### src/rtl/numrecog_pkg.sv
// Shared types and constants for the number-recognition path.
package numrecog_pkg;

  typedef enum logic [1:0] {
    ST_IDLE   = 2'd0,
    ST_SCAN   = 2'd1,
    ST_ARGMAX = 2'd2,
    ST_DONE   = 2'd3
  } state_t;

  localparam int ROW_W   = 4;
  localparam int SCORE_W = 9;
  localparam int DIG_W   = 4;

  localparam logic [DIG_W-1:0] DIGIT_NONE = 4'hF;

endpackage

### src/rtl/popcount16.sv
// Counts agreeing pixels between two 16-pixel rows (XNOR popcount).
module popcount16 (
  input  logic [15:0] a,
  input  logic [15:0] b,
  output logic [4:0]  cnt
);

  logic [15:0] agree;

  always_comb begin
    agree = ~(a ^ b);
    cnt   = 5'd0;
    for (int i = 0; i < 16; i++) begin
      cnt = cnt + {4'd0, agree[i]};
    end
  end

endmodule

### src/rtl/digit_match_ctrl.sv
// Glyph-match sequencer: row sweep with per-digit agreement scores, then arg-max.
// Optional build macro MATCH_THRESH_EN rejects results scoring below THRESH.
module digit_match_ctrl
  import numrecog_pkg::*;
#(
  parameter int NUM_DIG = 10,
  parameter int ROWS    = 16,
  parameter int COLS    = 16,
  parameter int THRESH  = 200
) (
  input  logic                     clk,
  input  logic                     rst,
  input  logic                     start,
  output logic [ROW_W-1:0]         rom_addr,
  output logic [ROW_W-1:0]         img_addr,
  input  logic [NUM_DIG*COLS-1:0]  rom_rows,
  input  logic [COLS-1:0]          img_row,
  output logic                     busy,
  output logic                     done,
  output logic [DIG_W-1:0]         digit,
  output logic [SCORE_W-1:0]       score,
  output logic                     valid
);

  localparam logic [ROW_W-1:0] LAST_ROW = ROW_W'(ROWS - 1);
  localparam logic [DIG_W-1:0] LAST_DIG = DIG_W'(NUM_DIG - 1);

  state_t               state_q, state_d;
  logic [ROW_W-1:0]     addr_q, addr_d;
  logic [SCORE_W-1:0]   acc_q [NUM_DIG];
  logic [SCORE_W-1:0]   acc_d [NUM_DIG];
  logic [DIG_W-1:0]     k_q, k_d;
  logic [SCORE_W-1:0]   best_q, best_d;
  logic [DIG_W-1:0]     best_idx_q, best_idx_d;
  logic                 busy_q, busy_d;
  logic                 done_q, done_d;
  logic [DIG_W-1:0]     digit_q, digit_d;
  logic [SCORE_W-1:0]   score_q, score_d;
  logic                 valid_q, valid_d;

  logic [4:0]           pc [NUM_DIG];
  logic [SCORE_W-1:0]   cand_best;
  logic [DIG_W-1:0]     cand_idx;

  for (genvar g = 0; g < NUM_DIG; g++) begin : g_pc
    popcount16 u_pc (
      .a   (img_row),
      .b   (rom_rows[g*COLS +: COLS]),
      .cnt (pc[g])
    );
  end

  // Running arg-max step; k=0 seeds with digit 0, strict > keeps the lowest digit on ties.
  always_comb begin
    cand_best = best_q;
    cand_idx  = best_idx_q;
    if (k_q == '0) begin
      cand_best = acc_q[0];
      cand_idx  = '0;
    end else if (acc_q[k_q] > best_q) begin
      cand_best = acc_q[k_q];
      cand_idx  = k_q;
    end
  end

  always_comb begin
    state_d    = state_q;
    addr_d     = addr_q;
    acc_d      = acc_q;
    k_d        = k_q;
    best_d     = best_q;
    best_idx_d = best_idx_q;
    busy_d     = busy_q;
    done_d     = 1'b0;
    digit_d    = digit_q;
    score_d    = score_q;
    valid_d    = valid_q;

    case (state_q)
      ST_IDLE: begin
        if (start) begin
          for (int d = 0; d < NUM_DIG; d++) acc_d[d] = '0;
          addr_d  = '0;
          busy_d  = 1'b1;
          state_d = ST_SCAN;
        end
      end
      ST_SCAN: begin
        for (int d = 0; d < NUM_DIG; d++) acc_d[d] = acc_q[d] + {4'd0, pc[d]};
        if (addr_q == LAST_ROW) begin
          addr_d  = '0;
          k_d     = '0;
          state_d = ST_ARGMAX;
        end else begin
          addr_d = addr_q + 1'b1;
        end
      end
      ST_ARGMAX: begin
        best_d     = cand_best;
        best_idx_d = cand_idx;
        k_d        = k_q + 1'b1;
        if (k_q == LAST_DIG) begin
          // Result is loaded here so it is already visible during the DONE cycle.
          done_d  = 1'b1;
          score_d = cand_best;
`ifdef MATCH_THRESH_EN
          if (cand_best < SCORE_W'(THRESH)) begin
            valid_d = 1'b0;
            digit_d = DIGIT_NONE;
          end else begin
            valid_d = 1'b1;
            digit_d = cand_idx;
          end
`else
          valid_d = 1'b1;
          digit_d = cand_idx;
`endif
          state_d = ST_DONE;
        end
      end
      ST_DONE: begin
        busy_d  = 1'b0;
        state_d = ST_IDLE;
      end
      default: state_d = ST_IDLE;
    endcase
  end

  always_ff @(posedge clk or posedge rst) begin
    if (rst) begin
      state_q    <= ST_IDLE;
      addr_q     <= '0;
      for (int d = 0; d < NUM_DIG; d++) acc_q[d] <= '0;
      k_q        <= '0;
      best_q     <= '0;
      best_idx_q <= '0;
      busy_q     <= 1'b0;
      done_q     <= 1'b0;
      digit_q    <= DIGIT_NONE;
      score_q    <= '0;
      valid_q    <= 1'b0;
    end else begin
      state_q    <= state_d;
      addr_q     <= addr_d;
      acc_q      <= acc_d;
      k_q        <= k_d;
      best_q     <= best_d;
      best_idx_q <= best_idx_d;
      busy_q     <= busy_d;
      done_q     <= done_d;
      digit_q    <= digit_d;
      score_q    <= score_d;
      valid_q    <= valid_d;
    end
  end

  assign rom_addr = addr_q;
  assign img_addr = addr_q;
  assign busy     = busy_q;
  assign done     = done_q;
  assign digit    = digit_q;
  assign score    = score_q;
  assign valid    = valid_q;

endmodule

### config.mk
export PLATFORM = sky130hd
export DESIGN_NAME = digit_match_ctrl
export DESIGN_NICKNAME = d
export VERILOG_FILES = /design/src/rtl/numrecog_pkg.sv /design/src/rtl/popcount16.sv /design/src/rtl/digit_match_ctrl.sv
export SDC_FILE = /design/constraint.sdc
export NUM_CORES = 1
export LEC_CHECK = 0
export BUFFER_PORTS_ARGS = -buffer_cell sky130_fd_sc_hd__buf_2
export CELL_PAD_IN_SITES_DETAIL_PLACEMENT = 0
export CELL_PAD_IN_SITES_GLOBAL_PLACEMENT = 2
export CORE_MARGIN = 2
export CORE_UTILIZATION = 33
export CTS_CLUSTER_SIZE = 30
export DETAILED_ROUTE_END_ITERATION = 7
export HOLD_SLACK_MARGIN = 0.03
export PLACE_DENSITY = 0.87
export SETUP_SLACK_MARGIN = 0.2
export SLEW_MARGIN = 5
export SYNTH_ARGS = -nofsm -noshare
export SYNTH_HDL_FRONTEND = slang
export SYNTH_HIERARCHICAL = 1
export SYNTH_SLANG_ARGS = --single-unit
### constraint.sdc
create_clock -name clk -period 4.7 [get_ports clk]
set_input_delay 0.47 -clock clk [delete_from_list [all_inputs] [get_ports clk]]
set_output_delay 0.47 -clock clk [all_outputs]
set_load 0.005 [all_outputs]
; ---- Word-level counts from Yosys, hierarchy flattened
; Index checks and enable logic that the tools add are counted.
; W data, S select, Z words.
[classes]
add_sub_neg = 162
n_lt_le_gt_ge = 2
eq_ne = 8
muxes = 22
n_bitwise = 21
reduce_logical = 10
[ops]
columns = cell, n
row1 = $add A5 B1 Y5, 140
row2 = $pmux W90 S2, 1
row3 = $not A16 Y16, 10
row4 = $xor A16 B16 Y16, 10
row5 = $add A9 B5 Y9, 10
row6 = $mux W90, 1
row7 = $bmux W9 S4, 1
row8 = $mux W9, 4
row9 = $add A1 B1 Y2, 10
row10 = $mux W4, 5
row11 = $pmux W4 S2, 2
row12 = $gt A9 B9 Y1, 1
row13 = $add A4 B1 Y4 const B, 2
row14 = $eq A4 B4 Y1 const B, 2
row15 = $pmux W2 S4, 1
row16 = $reduce_and A2 Y1, 4
row17 = $mux W2, 3
row18 = $ne A2 B2 Y1 const B, 3
row19 = $reduce_bool A2 Y1, 3
row20 = $ge A5 B5 Y1 const B, 1
row21 = $not A4 Y5, 1
row22 = $eq A2 B2 Y1 const B, 2
row23 = $logic_not A4 Y1, 1
row24 = $mux W1, 3
row25 = other kinds (4), 4
[word_totals]
reg_bits = 129
input_bits = 179
output_inout_bits = 24
word_cells = 245

; ---- Depth between registers and ports, before layout
; Gate-level depths: netlist (run 1).
[depth]
depth_word = 19
mapped_depth = 19
mapped_depth_nobuf = 19

; ---- By module
; The synthesis (run 1) kept the hierarchy.
[modules_own_cells]
columns = mod, instances, cells_each, area_per_inst_um2, seq_area_each_um2
row1 = digit_match_ctrl, 1, 886, 8418.1, 3233.1
row2 = popcount16 (g_pc[4].u_pc ...), 6, 50, 499.2, 0.0
row3 = popcount16 (g_pc[0].u_pc ...), 4, 49, 495.5, 0.0

; ---- Worst setup path before layout (run 1)
; No wires, ideal clock.
[synth_path]
kind = in2reg
start = input port img_row[0]
end = register acc_q[88] in the netlist's numbering
setup_ns = 0.078
arrival_ns = 4.771
required_time_ns = 4.622
setup_slack_ns = -0.149
cell_stages = 17
n_path_buf = 0
cell_sequence = xnor2_1 > fa_1 > inv_1 > fa_1 > inv_1 > fa_1 > fa_1 > ha_1 > inv_1 > fa_1 > inv_1 > ha_1 > a21o_1 > a21oi_1 > o21a_1 > or4_1 > a21oi_1
[synth_lines]
columns = item, line
row1 = "start, declared", digit_match_ctrl.sv:17  ; input logic [COLS-1:0] img_row,
row2 = "end signal, assigned", digit_match_ctrl.sv:145  ; acc_q <= acc_d;
row3 = "end, declared", digit_match_ctrl.sv:30  ; logic [SCORE_W-1:0] acc_q [NUM_DIG];

==> summary.txt, run 1 <==
Worst EP required = 5.03 ns
Post-synth EDFFs = 0
initial DRC count = 527
RD Place Congestion = 0.898
crit-path max cell delay = 0.53 ns
TritonCTS clock tree = done
status = finished with violations
pin count of the biggest net entering global routing = 72
DP Worst Slack = -0.684 ns
share of the synthesized area in the top cell type = 0.234
#FFs+latches synth = 129
fin crit period = 4.79 ns
share of cells above drive strength 1 = 0.340
Synth area leader = dfrtp_1
# fillers = 3794
CTS H-tree lvls = 4
CP max FO = 8
DPL Wire Length = 29500 um
r2r setup slk = 0.94 ns
Initial Util = 0.336
per-cell routed wire length = 17.0 um
first-pass GRT wire length = 60200 um
placed insts = 2147
CTS max path bufs = 2
Worst-Margin Slew = 1.00 ns
asr flop ratio synth = 1.00
syn_area_per_cell = 9.69 sq um
Post-Synthesis Cell Area = 13400 sq um
register area share after synthesis = 0.241
failing checks = negative setup slack
Mapped Cells = 1382
vias = 10900
post-layout util = 0.445
TNS Setup = -0.301 ns
die area = 42200 sq um
Tot GR Track Use = 0.181
largest cells by area after synthesis = dfrtp_1, fa_1, ha_1, xnor2_1, inv_1
Worst-path clk slew = 0.06 ns
commonest non-fill, non-tap cell in the layout = buf_2
Synth cell types = 50
Clk Latency, worst-skew pair = 0.42 ns
worst rel slew slack = 0.329
post-route ant nets = 0
critical path class = input port to register
Crit. Startpoint = img_row[0]
final setup vio count = 10
row cnt = 73
Num CTS Buffers = 17
ANT cells = 0
hold_buf cts = 0
gr ovfl total = 0
CTS Sinks = 129
num ports = 203
Synthesis Warnings = 6
number of port buffers = 202
vias in the first global route = 11500
vias per cell = 4.94
Root Driver = clkbuf_16
core region area = 39900 sq um
First-pass DRT Iterations = 5
Setup Skew = 0.0133 ns
initial antenna violation count = 2
Residual DRC = 0
FF-to-FF path depth = 11
slowest CP cell = fa_2
crit share post-route = 1.02
r2r endpoint = score[1]
Hold Violations, Final = 0
Die Height = 205 um
f_max = 0.209 GHz
WL final = 37700 um
Final Max Slew Viols = 0
Worst Setup End Kind = register
nets@finish = 2082
CP Cell Sequence = buf_6 > buf_12 > buf_8 > xnor2_2 > fa_1 > inv_2 > fa_1 > inv_2 > fa_1 > fa_1 > ha_2 > inv_2 > fa_2 > inv_2 > ha_4 > a21o_1 > a21oi_2 > o21a_1 > or4_1 > a21oi_1
final setup margin = -0.0926 ns
R2R Path Start = k_q[1]
Hold Crit Class = input port to asynchronous set/reset pin
worst path arrival time = 5.13 ns
final cell count without fillers = 2214
Top FF cell, synth = dfrtp_1
Setup crit start kind = input port
max-cap violations = 0
area grow syn2layout = 32.7%
Synth Net Count = 1788
RSZ-0062 raised after global routing = yes
most frequent cells in the layout = buf_2, inv_1, dfrtp_1, xnor2_1, buf_4
Die X = 205 um
==> synth_stat cells (10+ instances only) <==
master / n
o22ai_1: 20
or4_1: 30
xnor2_1: 158
o21a_1: 20
o21ai_0: 56
fa_1: 110
or3_1: 24
inv_1: 154
a21o_1: 21
mux2i_1: 47
nand3_1: 14
o21bai_1: 11
a22o_1: 22
nor2_1: 36
nand4_1: 19
o211ai_1: 18
nor2b_1: 16
a21oi_2: 10
nand2_1: 89
o31ai_1: 27
clkbuf_1: 31
buf_2: 12
ha_1: 117
a211oi_1: 13
dfrtp_1: 125
xor2_1: 52
a21oi_1: 72
==> layer usage <==
metal | GRT usage | share of wire | vias up
met3 | 0.0328 | 0.050 | 50
li1 | - | - | 5325
met2 | 0.310 | 0.48 | 277
met5 | 0 | 0.00034 | -
met1 | 0.234 | 0.44 | 5277
met4 | 0.0445 | 0.023 | 2
==> registers in the layout (all words and copies together) (netlist names) <==
signal,count
done,1
score,9
state_q,2
valid,1
busy,1
img_addr,4
acc_q,90
best_q,9
best_idx_q,4
digit,4
k_q,4
==> through the flow <==
step           area [sq um]  hold WS, ns
3_5_place_dp          16000        0.452
5_1_grt               17800        0.348
4_1_cts               17300        0.321
6_report              17800        0.255
3_3_place_gp          16000        0.446
2_1_floorplan         13800        0.459
==> critical path: cells and delay by family <==
family | cells | cell delay, ns
simple gates | 1 | 0.51
buf+inv | 7 | 0.56
compound gates | 4 | 0.54
fa+ha+maj | 7 | 2.90
xor+xnor | 1 | 0.13
==> what timing repair did <==
| item | CTS | global route |
|---|---|---|
| gates resized for setup | 96 | 81 |
| endpoints found under the setup margin | 57 | 60 |
| gates cloned | 0 | 1 |
| setup buffers | 22 | 12 |
| pin swaps | 117 | 54 |
==> how the worst max path moves through the flow <==
stage / depth (start not counted) / slack [ns] / to
3_3_place_gp: 18 / -0.57 / acc_q[15]
4_1_cts: 20 / -0.04 / acc_q[68]
3_5_place_dp: 18 / -0.68 / acc_q[53]
5_1_grt: 20 / -0.25 / acc_q[79]
2_1_floorplan: 17 / -0.09 / acc_q[33]
6_report: 20 / -0.09 / acc_q[79]
==> area by class of cell <==
class,instances,area (sq um),share of cell area
clock buffers,18,429,0.0241
clock inverters,14,181,0.0102
inverters,154,588,0.0331
multi-input cells,1046,10500,0.590
flip-flops and latches,129,3230,0.182
well taps,525,657,0.0369
repair buffers,328,2200,0.124
==> logic make-up (layout without fill, tap and decap cells) <==
kind of cell / Yosys count / count (layout) / synth area share
AO/OA/AOI/OAI: 308 / 308 / 0.151
AND/OR/NAND/NOR: 254 / 254 / 0.0990
adder cells (fa/ha/maj): 227 / 227 / 0.274
buffers and inverters: 207 / 514 / 0.0622
XOR/XNOR: 210 / 210 / 0.137
flip-flops: 129 / 129 / 0.241
multiplexers: 47 / 47 / 0.0351
Power of run 1 is not shown: default switching activity piles up to over one toggle a cycle in this logic, so the estimate is an artifact.
==> inputs of run 2 (changes only) <==
- PLACE_DENSITY: 0.87 -> 0.86
- SYNTH_HIERARCHICAL: 1 -> default
==> run 2 against run 1 <==
  * The flow still finishes with violations (negative setup slack)
  * Clock skew down 0.0036 ns
  * Setup slack worse by 0.23 ns
  * Fmax down 4.6%
  * Final cell count up 1.4%
  * Sequential cell count unchanged
  * Core utilization down 0.84 points
  * Critical path depth down 1
  * First-iteration DRC count down 24%
  * Die area up 0.91%
  * Global-route usage down 0.28 points
  * Sequential share of layout area about the same
  * Critical path type unchanged
==> summary.txt, run 2 <==
status = finished with violations
failing checks = negative setup slack
Worst-path clk slew = 0.06 ns
DPL Wire Length = 29600 um
Worst EP required = 5.05 ns
Synth cell types = 59
per-cell routed wire length = 16.5 um
count leader, synth = inv_1
RD Place Congestion = 0.897
vias = 10700
commonest non-fill, non-tap cell in the layout = buf_2
Post-synth top cells = inv_1, ha_1, dfrtp_1
CTS Sinks = 129
layer with the highest usage = met2
max reg flops = 90
CTS H-tree lvls = 4
worst rel slew slack = 0.280
First-pass DRT Iterations = 7
Setup crit start kind = input port
Leak = 8.59 nW
met1 Usage GRT = 0.224
Post-Synthesis Cell Area = 13500 sq um
placed insts = 2191
Top FF cell, synth = dfrtp_1
asr flop ratio synth = 1.00
Mapped Cells = 1393
area grow syn2layout = 31.4%
Die X = 206 um
fin crit period = 5.02 ns
Design Area, Final = 17800 sq um
critical path class = input port to register
final cell count without fillers = 2246
vias in the first global route = 11400
TritonCTS clock tree = done
Worst-Margin Slew = 1.08 ns
worst path arrival time = 5.37 ns
final setup margin = -0.324 ns
Max IR drop VDD = 0.000343 V
Final Max Slew Viols = 0
share of cells above drive strength 1 = 0.349
RSZ-0062 raised after global routing = yes
die area = 42600 sq um
register area share after synthesis = 0.239
Tot GR Track Use = 0.178
number of port buffers = 202
CP max FO = 4
total power = 14.5 mW
pwr dens = 817 nW/um^2
Die Height = 206 um
gr ovfl total = 0
CTS max path bufs = 2
max-cap violations = 0
TNS Setup = -9.83 ns
largest cells by area after synthesis = dfrtp_1, fa_1, ha_1, xor2_1, xnor2_1
Synth Net Count = 1809
grt met2 use = 0.304
crit share post-route = 1.07
final setup vio count = 48
post-route ant nets = 0
Top reg by flops = acc_q
num ports = 203
initial antenna violation count = 1
Clk Latency, worst-skew pair = 0.43 ns
post-layout util = 0.437
most frequent cells in the layout = buf_2, inv_1, buf_4, dfrtp_1, xor2_1
DP Worst Slack = -0.836 ns
pin count of the biggest net entering global routing = 130
WL final = 37000 um
Post-synth EDFFs = 0
Synth area leader = dfrtp_1
#FFs+latches synth = 129
Residual DRC = 0
Hold Violations, Final = 0
Hold Crit Class = input port to asynchronous set/reset pin
placed instance area = 16100 sq um
nets@finish = 2118
share of the synthesized area in the top cell type = 0.231
initial DRC count = 399
final hold slack = 0.196 ns
first-pass GRT wire length = 59000 um
M3 GR Usage = 0.0366
Initial Util = 0.333
syn_area_per_cell = 9.71 sq um
Worst Setup End Kind = register
ANT cells = 0
Num CTS Buffers = 17
row cnt = 74
Synthesis Warnings = 0
core region area = 40600 sq um
f_max = 0.199 GHz
vias per cell = 4.78
Setup Skew = 0.00967 ns
Root Driver = clkbuf_16
[run 2: cell families (layout without fill, tap and decap cells)]
| family | count (synthesis) | in the layout | share of synthesized area |
|---|---|---|---|
| adders and majority gates | 237 | 237 | 0.280 |
| AOI/OAI and AO/OA | 270 | 270 | 0.139 |
| DFF | 129 | 129 | 0.239 |
| and+or+nand+nor | 239 | 239 | 0.0792 |
| buffers and inverters | 250 | 571 | 0.0737 |
| xor gates and xnor gates | 230 | 230 | 0.149 |
| muxes | 38 | 38 | 0.0392 |
[run 2: layer usage]
layer	wire length, um	share of wire	up-vias
met5	13	0.00035	-
met4	1030	0.028	2
li1	-	-	5261
met1	16200	0.44	5194
met2	18100	0.49	234
met3	1710	0.046	50
[run 2: path summary, 6_finish.rpt]
check / from / to / slack (ns) / depth (start not counted)
setup / recovery: img_row[0] / acc_q[80] / -0.32 / 19
hold / removal: rst / acc_q[25] / 0.20 / 3
setup reg to reg: k_q[0] / digit[0] / 0.90 / 12
hold reg to reg: digit[3] / digit[3] / 0.46 / 2
max in group asynchronous: rst / acc_q[76] / 3.89 / 3
min in group clk: start / busy / 0.38 / 3
[run 2: critical path: stages]
cell and delay (ns):
buf_12 0.12, clkbuf_16 0.17, xnor2_2 0.14, ha_1 0.27, inv_1 0.04, fa_1 0.50, fa_1 0.43, fa_1 0.51
fa_1 0.43, fa_2 0.38, fa_2 0.40, xnor2_2 0.15, ha_1 0.30, nand2_1 0.07, o21ai_2 0.16, and2_4 0.17
o211ai_1 0.13, or3_1 0.40, a21oi_1 0.13
[run 2: repair_timing]
action,4_1_cts,5_1_grt
buffers inserted,7,16
gates resized for setup,84,79
setup endpoints to repair,66,71
gates cloned,0,1
hold buffers,0,0
pin swaps,30,87
[run 2: layout make-up]
cell class	count	area (sq um)
clock buffer	18	429
clock inverter	13	141
fill	3886	22900
inverter	184	693
multi-input combinational	1014	10200
sequential	129	3230
tap	532	666
timing repair buffer	356	2390
[run 2: power breakdown]
part	internal (mW)	total, mW	switching, mW
registers	1.37	1.62	0.252
clock network	0.777	1.30	0.528
logic	5.83	11.6	5.75
total	7.98	14.5	6.53
Power figures use the tool's default switching activity.
